### src/rtl/led_pattern_sequencer_pkg.sv
// Shared types and width helpers for the LED pattern sequencer.
// Latency: n/a (declarations only).
// Backpressure: n/a.
package led_seq_pkg;

    typedef enum logic {
        IDLE = 1'b0,
        RUN  = 1'b1
    } led_seq_state_t;

    // Width of the step index; a one-bit floor keeps degenerate tables legal.
    function automatic int led_sw(input int num_steps);
        return (num_steps < 2) ? 1 : $clog2(num_steps);
    endfunction

    // Width of the prescale counter, which must hold 0..PRESCALE-1.
    function automatic int led_cnt_w(input int prescale);
        return (prescale < 2) ? 1 : $clog2(prescale);
    endfunction

endpackage

### src/rtl/led_pattern_sequencer_if.sv
// Control/pattern/pin bundle between the top level and the sequencer.
// Latency: n/a (wires only); duty exists only when LED_PWM_EN is defined.
// Backpressure: none, all controls are single-cycle pulses or levels.
interface led_pattern_sequencer_if #(
    parameter int NUM_OUT  = 2,
    parameter int SW       = 2,
    parameter int PWM_BITS = 4
);
    logic                start;
    logic                stop;
    logic                pat_we;
    logic [SW-1:0]       pat_addr;
    logic [NUM_OUT-1:0]  pat_data;
`ifdef LED_PWM_EN
    logic [PWM_BITS-1:0] duty;
`endif
    logic [NUM_OUT-1:0]  pins;
    logic                busy;
    logic [SW-1:0]       step;

`ifdef LED_PWM_EN
    modport master (output start, stop, pat_we, pat_addr, pat_data, duty,
                    input  pins, busy, step);
    modport slave  (input  start, stop, pat_we, pat_addr, pat_data, duty,
                    output pins, busy, step);
`else
    modport master (output start, stop, pat_we, pat_addr, pat_data,
                    input  pins, busy, step);
    modport slave  (input  start, stop, pat_we, pat_addr, pat_data,
                    output pins, busy, step);
`endif
endinterface

### src/rtl/led_pattern_sequencer_prescaler.sv
// Step-rate prescaler: counts 0..PRESCALE-1 while enabled, clears when not.
// Latency: tick is combinational on the terminal count.
// Backpressure: none; dropping en restarts the count from zero.
module led_seq_prescaler
    import led_seq_pkg::*;
#(
    parameter int PRESCALE = 12
) (
    input  logic clk,
    input  logic rst,
    input  logic en,
    output logic tick
);
    localparam int             CW   = led_cnt_w(PRESCALE);
    localparam logic [CW-1:0]  TERM = CW'(PRESCALE - 1);

    logic [CW-1:0] cnt_q;
    logic [CW-1:0] cnt_d;

    assign tick = en && (cnt_q == TERM);

    // Next count: wrap at the terminal value, hold at zero while disabled.
    always_comb begin
        cnt_d = '0;
        if (en) begin
            cnt_d = (cnt_q == TERM) ? '0 : cnt_q + 1'b1;
        end
    end

    // Counter register.
    always_ff @(posedge clk) begin
        if (rst) cnt_q <= '0;
        else     cnt_q <= cnt_d;
    end
endmodule

### src/rtl/led_pattern_sequencer.sv
// LED pattern sequencer: steps a small pattern table onto the pins at a prescaled rate (PWM dimming with LED_PWM_EN).
// Latency: pins register table[step] one cycle after the step is current; table writes show two cycles after pat_we.
// Backpressure: none; start in RUN and stop in IDLE are ignored, stop beats start.
module led_pattern_sequencer
    import led_seq_pkg::*;
#(
    parameter int NUM_OUT   = 2,
    parameter int NUM_STEPS = 4,
    parameter int PRESCALE  = 12,
    parameter int PWM_BITS  = 4
) (
    input  logic                   clk,
    input  logic                   rst,
    led_pattern_sequencer_if.slave bus
);
    localparam int            SW   = led_sw(NUM_STEPS);
    localparam logic [SW-1:0] LAST = SW'(NUM_STEPS - 1);

    led_seq_state_t     state_q, state_d;
    logic [SW-1:0]      step_q, step_d;
    logic [NUM_OUT-1:0] pins_q, pins_d;
    logic [NUM_OUT-1:0] table_q [NUM_STEPS];
    logic               run_en;
    logic               tick;
    logic               pwm_on;

    // Prescaler runs only on RUN cycles that continue into RUN, so a stop leaves it at zero.
    assign run_en = (state_q == RUN) && !bus.stop;

    led_seq_prescaler #(.PRESCALE(PRESCALE)) u_prescaler (
        .clk  (clk),
        .rst  (rst),
        .en   (run_en),
        .tick (tick)
    );

`ifdef LED_PWM_EN
    logic [PWM_BITS-1:0] pwm_cnt_q;

    // Free-running PWM phase counter.
    always_ff @(posedge clk) begin
        if (rst) pwm_cnt_q <= '0;
        else     pwm_cnt_q <= pwm_cnt_q + 1'b1;
    end

    assign pwm_on = (pwm_cnt_q < bus.duty);
`else
    assign pwm_on = 1'b1;
`endif

    // FSM, step index and pin drive next-state; stop dominates start.
    always_comb begin
        state_d = state_q;
        step_d  = step_q;
        pins_d  = '0;
        if (state_q == IDLE) begin
            step_d = '0;
            if (bus.start && !bus.stop) state_d = RUN;
        end else if (bus.stop) begin
            state_d = IDLE;
            step_d  = '0;
        end else begin
            pins_d = table_q[step_q] & {NUM_OUT{pwm_on}};
            if (tick) step_d = (step_q == LAST) ? '0 : step_q + 1'b1;
        end
    end

    // Control registers.
    always_ff @(posedge clk) begin
        if (rst) begin
            state_q <= IDLE;
            step_q  <= '0;
            pins_q  <= '0;
        end else begin
            state_q <= state_d;
            step_q  <= step_d;
            pins_q  <= pins_d;
        end
    end

    // Pattern table: cleared by reset, writable in any state; out-of-range addresses are dropped.
    always_ff @(posedge clk) begin
        if (rst) begin
            for (int i = 0; i < NUM_STEPS; i++) table_q[i] <= '0;
        end else if (bus.pat_we && (int'(bus.pat_addr) < NUM_STEPS)) begin
            table_q[bus.pat_addr] <= bus.pat_data;
        end
    end

    assign bus.pins = pins_q;
    assign bus.busy = (state_q == RUN);
    assign bus.step = step_q;
endmodule
### src/flat_wrapper.sv
// flat-port wrapper written by rule: the top's interface ports become plain ports
module led_pattern_sequencer_flat import led_seq_pkg::*;
#(
    parameter int NUM_OUT   = 2,
    parameter int NUM_STEPS = 4,
    parameter int PRESCALE  = 12,
    parameter int PWM_BITS  = 4
)
  (clk, rst, bus_start, bus_stop, bus_pat_we, bus_pat_addr, bus_pat_data, bus_pins, bus_busy, bus_step);
  led_pattern_sequencer_if #(.NUM_OUT(NUM_OUT), .PWM_BITS(PWM_BITS)) bus_i ();
  input  logic clk;
  input  logic rst;
  input wire logic [$bits(bus_i.start)-1:0] bus_start;
  input wire logic [$bits(bus_i.stop)-1:0] bus_stop;
  input wire logic [$bits(bus_i.pat_we)-1:0] bus_pat_we;
  input wire logic [$bits(bus_i.pat_addr)-1:0] bus_pat_addr;
  input wire logic [$bits(bus_i.pat_data)-1:0] bus_pat_data;
  output wire logic [$bits(bus_i.pins)-1:0] bus_pins;
  output wire logic [$bits(bus_i.busy)-1:0] bus_busy;
  output wire logic [$bits(bus_i.step)-1:0] bus_step;
  assign bus_i.start = bus_start;
  assign bus_i.stop = bus_stop;
  assign bus_i.pat_we = bus_pat_we;
  assign bus_i.pat_addr = bus_pat_addr;
  assign bus_i.pat_data = bus_pat_data;
  assign bus_pins = bus_i.pins;
  assign bus_busy = bus_i.busy;
  assign bus_step = bus_i.step;
  led_pattern_sequencer #(.NUM_OUT(NUM_OUT), .NUM_STEPS(NUM_STEPS), .PRESCALE(PRESCALE), .PWM_BITS(PWM_BITS)) u_core (.clk(clk), .rst(rst), .bus(bus_i));
endmodule
### config.mk
export PLATFORM = sky130hd
export DESIGN_NAME = led_pattern_sequencer_flat
export DESIGN_NICKNAME = d
export VERILOG_FILES = /design/src/rtl/led_pattern_sequencer_pkg.sv /design/src/rtl/led_pattern_sequencer_if.sv /design/src/rtl/led_pattern_sequencer_prescaler.sv /design/src/rtl/led_pattern_sequencer.sv /design/src/flat_wrapper.sv
export SDC_FILE = /design/constraint.sdc
export NUM_CORES = 1
export LEC_CHECK = 0
export ABC_AREA = 1
export ABC_CLOCK_PERIOD_IN_PS = 1400
export BUFFER_PORTS_ARGS = -buffer_cell sky130_fd_sc_hd__buf_2
export CAP_MARGIN = 20
export CORE_MARGIN = 8
export CORE_UTILIZATION = 24
export CTS_CLUSTER_SIZE = 10
export DETAILED_ROUTE_END_ITERATION = 10
export PLACE_DENSITY = 0.5
export SLEW_MARGIN = 10
export SYNTH_ARGS = -nofsm -noshare
export SYNTH_HDL_FRONTEND = slang
export SYNTH_HIERARCHICAL = 1
export SYNTH_SLANG_ARGS = --single-unit
### constraint.sdc
create_clock -name clk -period 1.4 [get_ports clk]
set_input_delay 0.35 -clock clk [delete_from_list [all_inputs] [get_ports clk]]
set_output_delay 0.35 -clock clk [all_outputs]
set_load 0.02 [all_outputs]
==> run metrics <==
run status=finished clean; Distinct cells, synth=16; share of post-route cells with drive strength above 1=0.243; Post-route DRC=0; Crit Path Class=reg -> out; maximum vdd ir drop=0.195 mV; synthesized area=773 sq um; largest net degree at the start of global routing=11; CTS buffer count=3; hold_buf cts=0; CP Data Required Time=1050 ps; fmax=793 MHz; Worst-path clk slew=100 ps; number of global-route vias before repair=615; Slew Viols, Final=0; clock skew=6.07 ps; Slew HR=0.862; crit path max fanout=8; ranking of synthesized cells by area=edfxtp_1, dfxtp_1, nor2_1; Worst-Margin Slew=206 ps; Hold Path Class=in -> reg; antenna violations before repair=0; Post-synth ARST share=0; die area=5290 sq um; syn_nets=105; post-route cell area=925 sq um; Detailed Route Iter0 Violations=34; Static Leak=0.418 nW; CP Capture Type=primary output; FF+latch count, synth=17; vias after detailed routing=611; CP arrival=910 ps; FF-to-FF setup slack=170 ps; RSZ-0062 raised after global routing=no; IO buf count=13; Clock Latency Late Sink=290 ps; first-pass GRT wire length=2390 um; CP Launch Point=u_core/bus.step[0]; slowest stage delay, CP=430 ps; routed wire length=1450 um; Remaining Overflow, GRT=0; CTS tree=built; CP top delay family=flip-flops; startpoint types=flip-flop; Vias/cell=3.94; CORE AREA=3050 sq um; DR WL/cell=9.34 um; Mapped Cells=94; Placer Congestion=0.747; Max Cap Viol=0; area leader, netlist=edfxtp_1; clock buffer depth=2; I/O pins=14; Top FF cell, synth=dfxtp_1; CP bufs+invs=1; Initial Utilization=0.253; Yosys Warn Count=6; Syn Area/Cell=8.23 sq um; reg2reg start=u_core/u_prescaler/cnt_q[0]; number of nets with antenna violations after routing=0; Die W=72.8 um; Hold Vio Cnt, Final=0; share of the synthesized area in the top cell type=0.311; Overall Power=0.870 mW; number of post-CTS setup repair buffers=0; post-route setup TNS=0 ps; most common cell in the netlist=nor2_1; synth cell count leaders=nor2_1, nand2_1, inv_1; period utilization=0.900; crit path cell chain=buf_2; CTS Sinks=17; dpl ws=112 ps; # rows=20; Root Driver=clkbuf_4; die height=72.8 um; GRT Overall Usage=0.0575; Seq/Total Area, Yosys=0.544; Layout Nets=123; post-detail-place hpwl=1150 um; DP Area=893 sq um; source of the worst hold timing path=bus_start; crit path time final=1260 ps; area grow syn2layout=19.6%; Slowest-stage cell, CP=dfxtp_2; pwr dens=940 nW/um^2; final setup margin=140 ps; Diodes inserted=0; # setup viols final=0; H-tree depth=1; Post-synth EDFFs=8; First-pass DRT Iterations=4; Finished Core Util=0.303
-- worst paths after layout --
path                                 endpoint  depth (start not counted)
hold / removal                u_core/bus.busy                          3
setup / recovery                  bus_step[0]                          1
setup reg to reg           u_core/bus.step[1]                          6
hold reg to reg   u_core/u_prescaler/cnt_q[0]                          1
-- state kept, by name, indices dropped and copies added, names as in the netlist --
register and cells:
u_core/bus.step 2, u_core/u_prescaler/cnt_q 4, u_core/bus.pins 2, u_core/bus.busy 1
u_core/table_q 8
-- stage by stage --
step / hold slack (ps) / cells
6_report: 255 / 155
5_1_grt: 253 / 155
4_1_cts: 245 / 155
3_5_place_dp: 459 / 151
3_3_place_gp: 448 / 151
2_1_floorplan: 430 / 94
-- final cells by class --
cell class | instances | area [sq um]
Inverter | 19 | 71.3
Clock inverter | 1 | 5.00
Tap cell | 44 | 55.1
Multi-Input combinational cell | 58 | 284
Fill cell | 342 | 2130
Clock buffer | 3 | 22.5
Timing Repair Buffer | 13 | 65.1
Sequential cell | 17 | 422
-- cell usage in the layout, fill, tap and decap left out --
master | netlist | layout
a21oi_1 | 4 | 4
a21oi_2 | 1 | 1
buf_2 | 0 | 13
clkbuf_4 | 0 | 3
clkinv_2 | 0 | 1
dfxtp_1 | 9 | 8
dfxtp_2 | 0 | 1
edfxtp_1 | 8 | 8
ha_1 | 2 | 2
inv_1 | 16 | 16
inv_2 | 3 | 3
nand2_1 | 18 | 18
nand2_2 | 1 | 1
nand2_4 | 1 | 1
nand3_1 | 6 | 6
nand3_2 | 1 | 1
nand4_1 | 2 | 2
nor2_1 | 20 | 19
nor2_2 | 1 | 2
xnor2_1 | 1 | 1
-- cells by family after synthesis --
logic type,synth area share
DFF,0.544
buffers and inverters,0.0922
adders and majority gates,0.0324
and+or+nand+nor,0.283
AOI/OAI and AO/OA,0.0372
xor gates and xnor gates,0.0113
-- power breakdown --
group	internal [mW]	switching, mW	leakage [nW]	total, mW
combinational	0.0229	0.0411	0.249	0.0640
clock	0.106	0.153	0.0177	0.259
sequential	0.541	0.00609	0.151	0.547
total	0.670	0.200	0.418	0.870
-- metal layers --
| layer | vias up | GRT usage | share of wire |
|---|---|---|---|
| met5 | - | 0 | 0 |
| met4 | 0 | 0.0467 | 0.023 |
| li1 | 325 | - | - |
| met3 | 2 | 0.0165 | 0.044 |
| met2 | 10 | 0.0934 | 0.46 |
| met1 | 274 | 0.0607 | 0.47 |
-- what timing repair did --
item	4_1_cts	5_1_grt
gates resized for setup	0	2
endpoints found under the setup margin	0	3
endpoints found under the hold margin	0	0
(Power assumes the default switching activity.)
